==> config.mk <==
export PLATFORM = sky130hd
export DESIGN_NAME = floor_gen
export DESIGN_NICKNAME = d
export VERILOG_FILES = /design/src/rtl/floor_pkg.sv /design/src/rtl/floor_gen_lfsr10.sv /design/src/rtl/floor_gen.sv
export SDC_FILE = /design/constraint.sdc
export NUM_CORES = 1
export LEC_CHECK = 0
export CAP_MARGIN = 15
export CORE_AREA = 10 10 150 152
export DETAILED_ROUTE_END_ITERATION = 10
export DIE_AREA = 0 0 160 162
export PLACE_DENSITY = 0.83
export REMOVE_ABC_BUFFERS = 1
export SYNTH_ARGS = -nofsm -noshare
export SYNTH_HDL_FRONTEND = slang
export SYNTH_SLANG_ARGS = --single-unit
==> constraint.sdc <==
create_clock -name clk -period 3.2 [get_ports clk]
set_input_delay 0.64 -clock clk [delete_from_list [all_inputs] [get_ports clk]]
set_output_delay 0.64 -clock clk [all_outputs]
set_load 0.005 [all_outputs]
==> src/rtl/floor_pkg.sv <==
// floor_pkg: shared constants and helpers for the platform generator.
// Screen geometry, spawn spacing, reset layout and LFSR defaults.
package floor_pkg;

    localparam int N_SLOTS  = 8;
    localparam int SPACING  = 60;
    localparam int FLOOR_W  = 40;
    localparam int X_LIMIT  = 620;
    localparam int RESET_Y0 = 380;

    localparam logic [9:0] SCREEN_H  = 10'd480;
    localparam logic [9:0] X_SPAN    = 10'(X_LIMIT - FLOOR_W);
    localparam logic [9:0] X_FOLD    = 10'd444;
    localparam logic [9:0] LFSR_SEED = 10'h1A5;
    localparam logic [9:0] RESET_X   = 10'd300;

    typedef logic [N_SLOTS-1:0]       slot_mask_t;
    typedef logic [N_SLOTS-1:0][9:0]  pos_arr_t;
    typedef logic [7:0]               acc_t;

    // The topmost reset platform sits RESET_Y0 - SPACING*(N_SLOTS-2) rows
    // below a virtual spawn at y = 0, so the counter starts that far along.
    localparam acc_t ACC_RESET = acc_t'(RESET_Y0 - SPACING * (N_SLOTS - 2));
    localparam acc_t ACC_LAST  = acc_t'(SPACING - 1);

    // Fold a 10-bit random value into the legal left-edge range 0..579.
    function automatic logic [9:0] xmap(input logic [9:0] v);
        return (v < X_SPAN) ? v : v - X_FOLD;
    endfunction

    // Mirror of the slime ascent profile: denser steps early in the jump.
    function automatic logic step_due(input logic [8:0] tg);
        if (tg == 9'd0) begin
            return 1'b0;
        end else if (tg < 9'd80) begin
            return 1'b1;
        end else if (tg < 9'd160) begin
            return tg[0] == 1'b0;
        end else if (tg < 9'd240) begin
            return tg[1:0] == 2'b00;
        end else if (tg < 9'd320) begin
            return tg[2:0] == 3'b000;
        end else begin
            return 1'b0;
        end
    endfunction

endpackage

==> src/rtl/floor_gen_lfsr10.sv <==
// lfsr10: free-running 10-bit Fibonacci LFSR, x^10 + x^7 + 1.
// Maximal length, so a non-zero seed never reaches the all-zero state.
module lfsr10
    import floor_pkg::*;
#(
    parameter logic [9:0] SEED = LFSR_SEED
) (
    input  logic       clk,
    input  logic       rst,
    output logic [9:0] state
);

    logic [9:0] state_q;
    logic [9:0] state_d;

    // Shift left, feeding back the xor of bits 10 and 7.
    always_comb begin
        state_d = {state_q[8:0], state_q[9] ^ state_q[6]};
    end

    // Advance on every clock; reset loads the seed.
    always_ff @(posedge clk) begin
        if (rst) begin
            state_q <= SEED;
        end else begin
            state_q <= state_d;
        end
    end

    assign state = state_q;

endmodule

==> src/rtl/floor_gen.sv <==
// floor_gen: eight platform slots that scroll with the slime's ascent.
// Scroll, retire at the bottom, and spawn at the top from the LFSR.
module floor_gen
    import floor_pkg::*;
(
    input  logic       clk,
    input  logic       rst,
    input  logic       clk_vga,
    input  logic       hit_ceiling,
    input  logic [8:0] time_gap,
    input  logic       slime_die,
    output logic [9:0] floor_pos_x0,
    output logic [9:0] floor_pos_x1,
    output logic [9:0] floor_pos_x2,
    output logic [9:0] floor_pos_x3,
    output logic [9:0] floor_pos_x4,
    output logic [9:0] floor_pos_x5,
    output logic [9:0] floor_pos_x6,
    output logic [9:0] floor_pos_x7,
    output logic [9:0] floor_pos_y0,
    output logic [9:0] floor_pos_y1,
    output logic [9:0] floor_pos_y2,
    output logic [9:0] floor_pos_y3,
    output logic [9:0] floor_pos_y4,
    output logic [9:0] floor_pos_y5,
    output logic [9:0] floor_pos_y6,
    output logic [9:0] floor_pos_y7,
    output logic [7:0] enable,
    output logic       spawn_miss
);

    pos_arr_t   x_q, x_d;
    pos_arr_t   y_q, y_d;
    slot_mask_t en_q, en_d;
    acc_t       acc_q, acc_d;
    logic       miss_q, miss_d;

    slot_mask_t free;
    slot_mask_t pick;
    logic       do_step;
    logic [9:0] lfsr;

    lfsr10 #(
        .SEED (LFSR_SEED)
    ) u_lfsr (
        .clk   (clk),
        .rst   (rst),
        .state (lfsr)
    );

    assign do_step = clk_vga & hit_ceiling & ~slime_die & step_due(time_gap);

    // One step: scroll live slots, retire at the bottom, then maybe spawn.
    always_comb begin
        x_d    = x_q;
        y_d    = y_q;
        en_d   = en_q;
        acc_d  = acc_q;
        miss_d = miss_q;
        free   = '0;
        pick   = '0;
        if (do_step) begin
            for (int i = 0; i < N_SLOTS; i++) begin
                if (en_q[i]) begin
                    y_d[i] = y_q[i] + 10'd1;
                    if (y_d[i] >= SCREEN_H) begin
                        en_d[i] = 1'b0;
                        y_d[i]  = '0;
                    end
                end
            end
            // Lowest free slot after retirement, so a freed slot is reused.
            free = ~en_d;
            pick = free & (~free + slot_mask_t'(1));
            if (acc_q == ACC_LAST) begin
                acc_d = '0;
                if (free == '0) begin
                    miss_d = 1'b1;
                end
                for (int i = 0; i < N_SLOTS; i++) begin
                    if (pick[i]) begin
                        en_d[i] = 1'b1;
                        y_d[i]  = '0;
                        x_d[i]  = xmap(lfsr);
                    end
                end
            end else begin
                acc_d = acc_q + acc_t'(1);
            end
        end
    end

    // Slot registers; reset restores the staircase start layout.
    always_ff @(posedge clk) begin
        if (rst) begin
            for (int i = 0; i < N_SLOTS; i++) begin
                if (i < N_SLOTS - 1) begin
                    en_q[i] <= 1'b1;
                    x_q[i]  <= RESET_X;
                    y_q[i]  <= 10'(RESET_Y0 - SPACING * i);
                end else begin
                    en_q[i] <= 1'b0;
                    x_q[i]  <= '0;
                    y_q[i]  <= '0;
                end
            end
            acc_q  <= ACC_RESET;
            miss_q <= 1'b0;
        end else begin
            x_q    <= x_d;
            y_q    <= y_d;
            en_q   <= en_d;
            acc_q  <= acc_d;
            miss_q <= miss_d;
        end
    end

    assign floor_pos_x0 = x_q[0];
    assign floor_pos_x1 = x_q[1];
    assign floor_pos_x2 = x_q[2];
    assign floor_pos_x3 = x_q[3];
    assign floor_pos_x4 = x_q[4];
    assign floor_pos_x5 = x_q[5];
    assign floor_pos_x6 = x_q[6];
    assign floor_pos_x7 = x_q[7];
    assign floor_pos_y0 = y_q[0];
    assign floor_pos_y1 = y_q[1];
    assign floor_pos_y2 = y_q[2];
    assign floor_pos_y3 = y_q[3];
    assign floor_pos_y4 = y_q[4];
    assign floor_pos_y5 = y_q[5];
    assign floor_pos_y6 = y_q[6];
    assign floor_pos_y7 = y_q[7];
    assign enable       = en_q;
    assign spawn_miss   = miss_q;

endmodule
==> impl.org, run 1 <==
** Timing
- Number of hold violations in the final report :: 0
- The max-slew violation count is 0.
- Final setup viols :: 0
- Final clock period utilization by the worst path :: a little over nine tenths
- The worst path needs roughly 3 ns of the cycle, external delays included.
- Worst-case headroom to the max-slew limit :: between 50% and 60%
- Setup slack closes at 0.173 ns.
- Worst Max-Slew Pin Slew :: ~0.74 ns
- For the final database, setup skew stands at approximately 0.015 ns.
- Timing would allow up to approximately 330 MHz.
- Setup TNS Final :: 0 ns

** Floorplanning
- Top-Level Pins :: 183
- Horiz. Die Dim :: between 150 and 200 um
- Placement row count :: between 50 and 60
- The die is ~160 um tall.
- Once the floorplan was initialized, standard cells occupied about half of the core.
- Area enclosed by the die boundary :: 25,900 um^2
- The core region is 19,400 um^2.

** Route
- Total via count in the routed design :: approximately 9,500
- In the final routed layout, each cell accounts on average for ~18 um.
- Remaining number of nets flagged by the antenna check after routing :: 0
- Drt via density :: 5.99
- Post-route DRC :: 0
- After the first detailed-routing iteration, the DRC count stood at 568.
- The final layout contains routed wiring with a total length of 29,200 um.
- DRT Pass-1 Iters :: 6

** Placed design
- In this run the cell area measured after placement is 12,000 um^2.
- Number of buffers inserted by port buffering :: roughly 180
- At the end of routability-driven placement, the weighted congestion stood at ~0.89.
- OpenSTA, run right after detailed placement, puts the worst setup slack at -0.233 ns.
- The HPWL after detailed placement is around 21,000 um.

** Power and ir drop
- The design draws about 0.0048 W.
- Across the VDD grid, the largest voltage drop is approximately 370 uV.
- Power per unit of standard cell area :: approximately 380 nW/um^2
- Static leakage :: between 4 and 5 nW

** Hold path
- Endpoint of the worst hold path :: floor_pos_x2[2]
- Class of the worst hold path :: flop to flop
- Along the worst hold path, the cell count comes to 1.
- Worst hold path startpoint :: floor_pos_x2[2]

** Global routing
- For this run, global-route usage on met1 was measured as 26.4%.
- For this run, global-route usage on met3 was measured as ~5.3%.
- The initial antenna violation count is 0.
- Total gr overflow :: 0
- The number of global-route vias before repair came to approximately 8,900.
- Largest net degree at the start of global routing :: a little over 80
- First-pass GRT wire length :: between 40,000 and 50,000 um
- Across every metal layer, demand over resource in global routing totals a little over a fifth.
- Global Route met2 Usage :: a little over a third
- GRT busiest layer :: met2

** Critical path
- The startpoint identified for the worst register-to-register timing path is floor_pos_y3[0].
- The worst setup path is captured at a flop.
- CP top delay family :: simple AND/OR/NAND/NOR gates
- The worst setup path is launched from a flop.
- Among all stages on the critical path, the largest delay is contributed by sky130_fd_sc_hd__nor4_1.
- Critical setup path kind :: flop to flop
- STA puts the critical path data required time at ~3.5 ns.
- The setup check on the worst reg-to-reg path leaves a slack of 0.17 ns.
- Buffers plus inverters on the worst setup path :: 0
- Critical path cell sequence :: and2_1 > and3_1 > mux2_1 > o22ai_1 > nand3_4 > nor4_1 > o311ai_0
- At the worst endpoint, the arrival time is 3.31 ns.
- R2r endpoint :: floor_pos_y7[0]
- Max stage delay on crit path :: 0.68 ns
- Along the worst path, the maximum fanout reaches 16.
- Depth of the most critical reg-to-reg path :: 7

** Synthesis
- The synthesized design spends more area on one cell type than any other, namely sky130_fd_sc_hd__dfxtp_1.
- In this run, synthesis produced a sequential element count of between 150 and 200.
- Adder-Cell Fraction of Synth Area :: roughly 2.5%
- Proportion of synthesized flip-flops having asynchronous set or reset :: 0%
- Per-instance average area after synthesis :: roughly 8.7 um^2
- Most used flip-flop cell after synthesis :: sky130_fd_sc_hd__dfxtp_1
- The mapped netlist covers around 9600 um^2.
- Top post-synthesis cells by area :: sky130_fd_sc_hd__dfxtp_1 39%, sky130_fd_sc_hd__mux2i_1 4.4%, sky130_fd_sc_hd__nor2_1 3.9%, sky130_fd_sc_hd__a21oi_1 3.4%, sky130_fd_sc_hd__nand2b_1 2.9%
- The synthesized netlist devotes slightly above 2% of its cell area to XOR and XNOR gates.
- Synthesis produced a netlist whose cell count is between 1,000 and 1,500.
- Sequential area share after synthesis :: approximately two fifths
- During synthesis, Yosys emitted a total of 0 warnings.
- Summing the areas of all compound-gate instances in the mapped netlist gives between 20% and 30% of the synthesized area.
- Largest family of logic cells by synthesized area :: simple AND/OR/NAND/NOR gates
- The top cell type by area accounts for between 30% and 40% of the synthesized area.
- Post-synthesis simple-gate area fraction :: between 20% and 30%
- Unique masters post-synth :: 83
- In this run, synthesis inferred 0 flip-flops with an integrated enable.
- Multiplexer cells account for about 5.1% of the synthesized area.

** CTS
- Clock transition at the registers of the reported paths :: 0.08 ns
- TritonCTS built the clock tree.
- Max clock buf depth :: 2
- For the worst-skew pair, the clock arrives at the later sink with an insertion delay of 0.44 ns.
- The tree built by TritonCTS fans out to roughly 190 sinks.
- Clock buffer count from CTS :: 17
- H-tree depth :: 4
- In this run the clock root is driven by a sky130_fd_sc_hd__clkbuf_16.

** Layout
- The number of antenna diodes in the final layout is 0.
- Total non-filler cell area in the finished layout :: between 10,000 and 15,000 um^2
- Compared with the post-synthesis result, the final layout area differs by 31.9%.
- Nets :: roughly 1,300
- Fill cell total of the finished layout :: between 1,500 and 2,000
- Once layout is complete, the utilization of the core stands at roughly two thirds.
- Layout cell share with drive strength beyond 1 :: between 10 and 15%

** Run status
- The flow ran to the end, and the final reports show no timing, DRC or antenna violations.

** Flow run
- Max-cap violations in this run came to 0.
==> stage by stage <==
step,instances,hold slack (ns)
finish,1581,0.473
global route,1581,0.493
CTS,1581,0.475
detailed placement,1549,0.451
global placement,1549,0.445
floorplan,1031,0.443
==> cells by family after synthesis <==
logic type,Yosys count
adder cells (fa/ha/maj),19
multiplexers,47
AO/OA/AOI/OAI,295
buffers and inverters,88
XOR/XNOR,22
flip-flops,187
AND/OR/NAND/NOR,445
==> layout make-up <==
type	count	area (um^2)	area share, %
clock inverter	15	153	1.21
multi-input combinational	828	5470	43.4
inverter	16	60.1	0.476
tap	265	332	2.63
timing repair buffer	253	2440	19.3
clock buffer	17	425	3.37
sequential	187	3740	29.6
==> report_power, final <==
group | switching (W) | leakage, nW | internal, W
logic | 0.000171 | 2.99 | 0.000141
registers | 0.0000545 | 1.51 | 0.00235
clock network | 0.00103 | 0.277 | 0.00104
==> per-layer routing <==
layer | up-vias | routed length, um
li1 | 4476 | -
met1 | 4568 | 12300
met2 | 384 | 14100
met3 | 47 | 2220
met4 | 0 | 559
met5 | - | 0
==> cells in the mapped netlist, types with 5 or more instances <==
cell and instances:
sky130_fd_sc_hd__xnor2_1 15, sky130_fd_sc_hd__dfxtp_1 187, sky130_fd_sc_hd__nand2_1 74, sky130_fd_sc_hd__and2_1 18
sky130_fd_sc_hd__ha_1 19, sky130_fd_sc_hd__a211oi_1 29, sky130_fd_sc_hd__o311ai_0 8, sky130_fd_sc_hd__o211ai_1 7
sky130_fd_sc_hd__o21ai_0 42, sky130_fd_sc_hd__a221o_1 7, sky130_fd_sc_hd__nor2_1 99, sky130_fd_sc_hd__o31ai_1 10
sky130_fd_sc_hd__nand3_1 27, sky130_fd_sc_hd__or2_2 14, sky130_fd_sc_hd__xor2_1 7, sky130_fd_sc_hd__a21o_1 9
sky130_fd_sc_hd__buf_2 19, sky130_fd_sc_hd__o22ai_1 6, sky130_fd_sc_hd__a31oi_1 16, sky130_fd_sc_hd__inv_1 16
sky130_fd_sc_hd__or4_1 5, sky130_fd_sc_hd__nand4_1 22, sky130_fd_sc_hd__and3_1 21, sky130_fd_sc_hd__clkbuf_1 49
sky130_fd_sc_hd__or3_1 11, sky130_fd_sc_hd__nor3_1 28, sky130_fd_sc_hd__nand2b_1 45, sky130_fd_sc_hd__nand3b_1 11
sky130_fd_sc_hd__nor4_1 8, sky130_fd_sc_hd__a211o_1 22, sky130_fd_sc_hd__a311oi_1 8, sky130_fd_sc_hd__nor2b_1 22
sky130_fd_sc_hd__mux2i_1 42, sky130_fd_sc_hd__o21a_1 9, sky130_fd_sc_hd__a21oi_1 65, sky130_fd_sc_hd__a22oi_1 5
sky130_fd_sc_hd__nor3b_1 7
==> layout by cell type (no fill, tap or decap), types with 9 or more instances in the layout <==
| cell type | synthesis | routed |
|---|---|---|
| sky130_fd_sc_hd__and3_1 | 21 | 21 |
| sky130_fd_sc_hd__or2_2 | 14 | 14 |
| sky130_fd_sc_hd__mux2i_1 | 42 | 42 |
| sky130_fd_sc_hd__a211oi_1 | 29 | 29 |
| sky130_fd_sc_hd__nor2b_1 | 22 | 22 |
| sky130_fd_sc_hd__nand3b_1 | 11 | 11 |
| sky130_fd_sc_hd__a21o_1 | 9 | 9 |
| sky130_fd_sc_hd__a21oi_1 | 65 | 65 |
| sky130_fd_sc_hd__nand3_1 | 27 | 27 |
| sky130_fd_sc_hd__nand2_1 | 74 | 73 |
| sky130_fd_sc_hd__o21a_1 | 9 | 9 |
| sky130_fd_sc_hd__nor2_1 | 99 | 99 |
| sky130_fd_sc_hd__o31ai_1 | 10 | 10 |
| sky130_fd_sc_hd__a211o_1 | 22 | 22 |
| sky130_fd_sc_hd__buf_4 | 2 | 65 |
| sky130_fd_sc_hd__nor3_1 | 28 | 28 |
| sky130_fd_sc_hd__o21ai_0 | 42 | 42 |
| sky130_fd_sc_hd__clkbuf_16 | 0 | 17 |
| sky130_fd_sc_hd__clkdlybuf4s50_1 | 0 | 181 |
| sky130_fd_sc_hd__xnor2_1 | 15 | 15 |
| sky130_fd_sc_hd__inv_1 | 16 | 16 |
| sky130_fd_sc_hd__dfxtp_1 | 187 | 187 |
| sky130_fd_sc_hd__nand4_1 | 22 | 22 |
| sky130_fd_sc_hd__nand2b_1 | 45 | 45 |
| sky130_fd_sc_hd__ha_1 | 19 | 19 |
| sky130_fd_sc_hd__or3_1 | 11 | 11 |
| sky130_fd_sc_hd__a31oi_1 | 16 | 16 |
| sky130_fd_sc_hd__and2_1 | 18 | 17 |
==> what timing repair did <==
item | 4_1_cts | 5_1_grt
gates resized for setup | 0 | 3
buffers inserted | 0 | 0
hold buffers | 0 | 0
endpoints found under the setup margin | 0 | 13
==> worst max-delay path by stage <==
stage	from	endpoint	slack, ns	cells past startpoint
6_report	floor_pos_y3[0]	floor_pos_y7[0]	0.17	7
5_1_grt	floor_pos_y3[2]	floor_pos_x7[0]	-0.002	8
4_1_cts	floor_pos_y3[0]	floor_pos_x7[0]	0.17	8
3_5_place_dp	time_gap[6]	floor_pos_y0[4]	-0.23	9
3_3_place_gp	time_gap[6]	floor_pos_y0[5]	-0.22	9
2_1_floorplan	time_gap[7]	floor_pos_y6[7]	-0.75	7
Power figures use the tool's default switching activity.
==> run 2: changes to the inputs <==
CORE_AREA = 10 10 148 150   (was 10 10 150 152)
DIE_AREA = 0 0 158 160   (was 0 0 160 162)
PLACE_DENSITY = 0.84   (was 0.83)
SLEW_MARGIN = 20   (was not set)
SYNTH_HIERARCHICAL = 1   (was not set)
==> run 2 against run 1 <==
Die area fell by 2.5%. Non-clock buffer count rose by 6. Count of clock-buffer cells in the layout is 1 higher. Clock skew rose by 0.0055 ns. Sequential cell count unchanged. Final cell count decreased by 0.95%. Clock power is 7% higher. Sequential power decreased by 2%.
==> impl.org, run 2 <==
** Global routing
- Entering global routing, the biggest net connects 48 pins.
- The first global-routing pass estimated roughly 47,000 um of wire.
- For this run the aggregate overflow at the end of global routing stands at 0.
- The initial antenna violation count was 0.
- Vias in the first global route :: 8,940
- For this run, the total global-route usage over all layers was measured as roughly 23%.

** Synthesis
- Counting flops with an async set or reset pin after synthesis yields a share of 0%.
- Area fraction in compound gates after synthesis :: roughly a fifth
- Yosys printed 6 warnings.
- The cell count after synthesis came out at between 1,000 and 1,500.
- Summing the sequential cell areas from Yosys gives about two fifths of the chip area.
- Among all flip-flop cells after synthesis, the most frequent one is sky130_fd_sc_hd__dfxtp_1.
- Proportion of synthesized area in mux cells :: approximately 5.6%
- Of the total synthesized cell area, the portion taken by full adders, half adders and majority gates is 2.55%.
- By area the synthesized netlist is led by sky130_fd_sc_hd__dfxtp_1 40%, sky130_fd_sc_hd__mux2i_1 5.6%, sky130_fd_sc_hd__nand2_1 5.0%, sky130_fd_sc_hd__nor2_1 4.0%, sky130_fd_sc_hd__a21oi_1 3.5%.
- Synthesis instantiated 87 different standard cells from the library.
- Area share of the leading cell type in the synthesized netlist :: about 40%
- Per-instance average area after synthesis :: about 8.4 um^2
- Count of flip-flops with a built-in enable after synthesis :: 0
- After Yosys synthesis, XOR and XNOR cells account for 1.22% of the synthesized area.
- Top cells by count, synth :: 187 x sky130_fd_sc_hd__dfxtp_1, 124 x sky130_fd_sc_hd__nand2_1, 99 x sky130_fd_sc_hd__nor2_1
- By area, the combinational part of the netlist is dominated by simple AND/OR/NAND/NOR gates.
- Summing the areas of all and, or, nand and nor instances in the mapped netlist gives between 20% and 30% of the synthesized area.
- In the post-synthesis netlist, the cell with the most instances is sky130_fd_sc_hd__dfxtp_1.
- Summing every instance area after synthesis gives between 9000 and 10,000 um^2.
- The synthesized design spends more area on one cell type than any other, namely sky130_fd_sc_hd__dfxtp_1.
- Number of storage elements in the synthesis netlist :: between 150 and 200

** Placed design
- Prior to clock tree synthesis, the placed netlist has a worst setup slack of -0.262 ns.
- Final weighted congestion in routability-driven placement :: 0.903
- The wire-length estimate of the detail-placed layout is around 21,000 um.
- Placed insts :: 1,534
- Number of buffers inserted by port buffering :: 182

** Layout
- Highest-count cells in the layout ignoring fill and taps :: 186 x sky130_fd_sc_hd__dfxtp_1, 181 x sky130_fd_sc_hd__clkdlybuf4s50_1, 123 x sky130_fd_sc_hd__nand2_1
- Post-route core utilization :: roughly two thirds
- Leaving out filler cells and counting taps, the final layout contains 1,566.
- Count of antenna diodes in the layout :: 0
- Layout cell share with drive strength beyond 1 :: 10.5%
- After the last flow step, the layout net total stands at 1,348.
- After filler insertion, the fill cell instance count of the layout stands at roughly 1,500.
- Compared with the post-synthesis result, the final layout area differs by 33.4%.
- The library cell used most frequently in the layout, excluding fill and tap cells, is sky130_fd_sc_hd__dfxtp_1.

** Floorplanning
- Die Y :: 160 um
- Horiz. Die Dim :: around 160 um
- For this configuration, the core starts out at a cell density of between 40% and 50%.
- Area of the core :: between 15,000 and 20,000 um^2
- The floorplan step defined a die boundary enclosing 25,300 um^2.
- ~180 I/O pins were placed.
- Placement row count :: 51

** Timing
- Minimum hold slack :: between 0.4 and 0.5 ns
- Subtracting the final worst setup slack from the clock period gives between 3 and 4 ns.
- Setup repair after global routing missed its margin :: false
- The final hold violation count is 0.
- After layout, the worst path uses a little over nine tenths of the clock period.
- Clock tree skew after final layout :: 0.0204 ns
- Setup slack closes at between 0.15 and 0.2 ns.
- Maximum clock rate :: 329 MHz
- Setup violations remaining at the end of the flow were counted as 0.
- Total count of max-transition violations in the final report :: 0
- Measured against its own limit, the worst slew margin works out to a little under half.
- Worst Max-Slew Pin Slew :: 0.794 ns

** Route
- Dividing the detail-routed wire length by the instance count gives 18.8 um.
- Total via count in the routed design :: roughly 9,500
- After detailed routing, the total wire length is just under 30,000 um.
- In this run, the number of DRC markers left after iteration 0 of detailed routing was just under 900.
- Post-route DRC :: 0
- DRT Pass-1 Iters :: 5
- Remaining number of nets flagged by the antenna check after routing :: 0
- Drt via density :: approximately 6

** Critical path
- Setup slack on the worst flop-to-flop path :: approximately 0.23 ns
- Sort of element at the end of the critical path :: flop
- Crit start category :: input port
- STA puts the critical path data arrival time at around 3.4 ns.
- Worst flop-to-flop path startpoint :: floor_pos_y1[1]
- Of all nets on the critical path, the largest fanout is 4.
- Critical setup path kind :: input port to flop
- STA puts the critical path data required time at approximately 3.5 ns.
- In this run the worst setup path begins at time_gap[7].

** CTS
- Max clock buf depth :: 2
- The number of gates resized after CTS was 0.
- The number of hold buffers added after CTS was 0.
- Counting the buffers created by CTS gives 17.
- Buffer cell driving the clock tree root :: sky130_fd_sc_hd__clkbuf_16
- Insertion delay to the later sink of the worst-skew pair :: 0.45 ns
- The H-tree was split into 4 levels.
- TritonCTS built the clock tree.
- Post-CTS Setup Inserts :: 0
- Clock transition at the registers of the reported paths :: around 0.070 ns
- TritonCTS sink count :: 187

** Run status
- The flow ran to the end, and the final reports show no timing, DRC or antenna violations.

** Hold path
- Class of the worst hold path :: flop to flop
- Worst hold path startpoint :: floor_pos_x1[0]

** Power and ir drop
- The completed layout was analyzed and its total power is 0.00480 W.
- In this run the static leakage power is between 4 and 5 nW.
- Power per unit of standard cell area :: approximately 390 nW/um^2
- VDD IR max :: roughly 390 uV

** Flow run
- Number of max-cap violations :: 0
-- run 2: cell count changes after synthesis, moves of 13 or more --
| cell | change |
|---|---|
| sky130_fd_sc_hd__nand2b_1 | -36 |
| sky130_fd_sc_hd__nor4_1 | +13 |
| sky130_fd_sc_hd__a211o_1 | -17 |
| sky130_fd_sc_hd__nand2_1 | +50 |
| sky130_fd_sc_hd__a211oi_1 | -13 |
| sky130_fd_sc_hd__nand3_1 | +29 |
| sky130_fd_sc_hd__o21ai_0 | +15 |
-- run 2: per-stage QoR --
stage          TNS, ns  instance area [um^2]
2_1_floorplan   -61.95                  9000
3_3_place_gp     -8.09                 11800
3_5_place_dp    -13.11                 11800
4_1_cts              0                 12400
5_1_grt              0                 12400
6_report             0                 12400
-- run 2: worst paths after layout --
check,cells past startpoint,endpoint
hold reg to reg,2,floor_pos_x1[0]
setup / recovery,8,floor_pos_y4[7]
setup reg to reg,9,floor_pos_y6[4]
hold / removal,2,floor_pos_x1[0]
-- run 2: logic make-up after synthesis --
family                     after synthesis
DFF                                    187
xor gates and xnor gates                13
muxes                                   52
buffers and inverters                   88
AOI/OAI and AO/OA                      277
adders and majority gates               19
and+or+nand+nor                        470
-- run 2: area by class of cell --
type | instances | area, um^2 | area share (%)
Multi-Input combinational cell | 831 | 5220 | 41.9
Sequential cell | 187 | 3740 | 30.1
Timing Repair Buffer | 259 | 2500 | 20.1
Clock buffer | 18 | 439 | 3.53
Tap cell | 238 | 298 | 2.39
Clock inverter | 14 | 171 | 1.38
Inverter | 19 | 71.3 | 0.573
-- run 2: metal layers --
layer / vias up / part of all wire [%] / global-route usage (%)
met1: 4501 / 40 / 26.4
met3: 49 / 11 / 9.45
met2: 404 / 47 / 36.9
met4: 0 / 1.7 / 6.40
li1: 4501 / - / -
met5: - / 0 / 0
-- run 2: power by group --
| group | internal, W | switching (W) | leakage [nW] |
|---|---|---|---|
| logic | 0.0000892 | 0.000143 | 2.88 |
| registers | 0.00234 | 0.0000269 | 1.51 |
| clock network | 0.00121 | 0.000999 | 0.304 |
-- run 2: worst max-delay path: stages --
cell                              delay [ns]
sky130_fd_sc_hd__clkdlybuf4s50_1        0.43
sky130_fd_sc_hd__or4_4                  0.54
sky130_fd_sc_hd__o21a_1                 0.19
sky130_fd_sc_hd__nor3_2                 0.32
sky130_fd_sc_hd__nand2_2                0.08
sky130_fd_sc_hd__or4_1                  0.62
sky130_fd_sc_hd__a22o_1                 0.27
sky130_fd_sc_hd__a211o_1                0.28
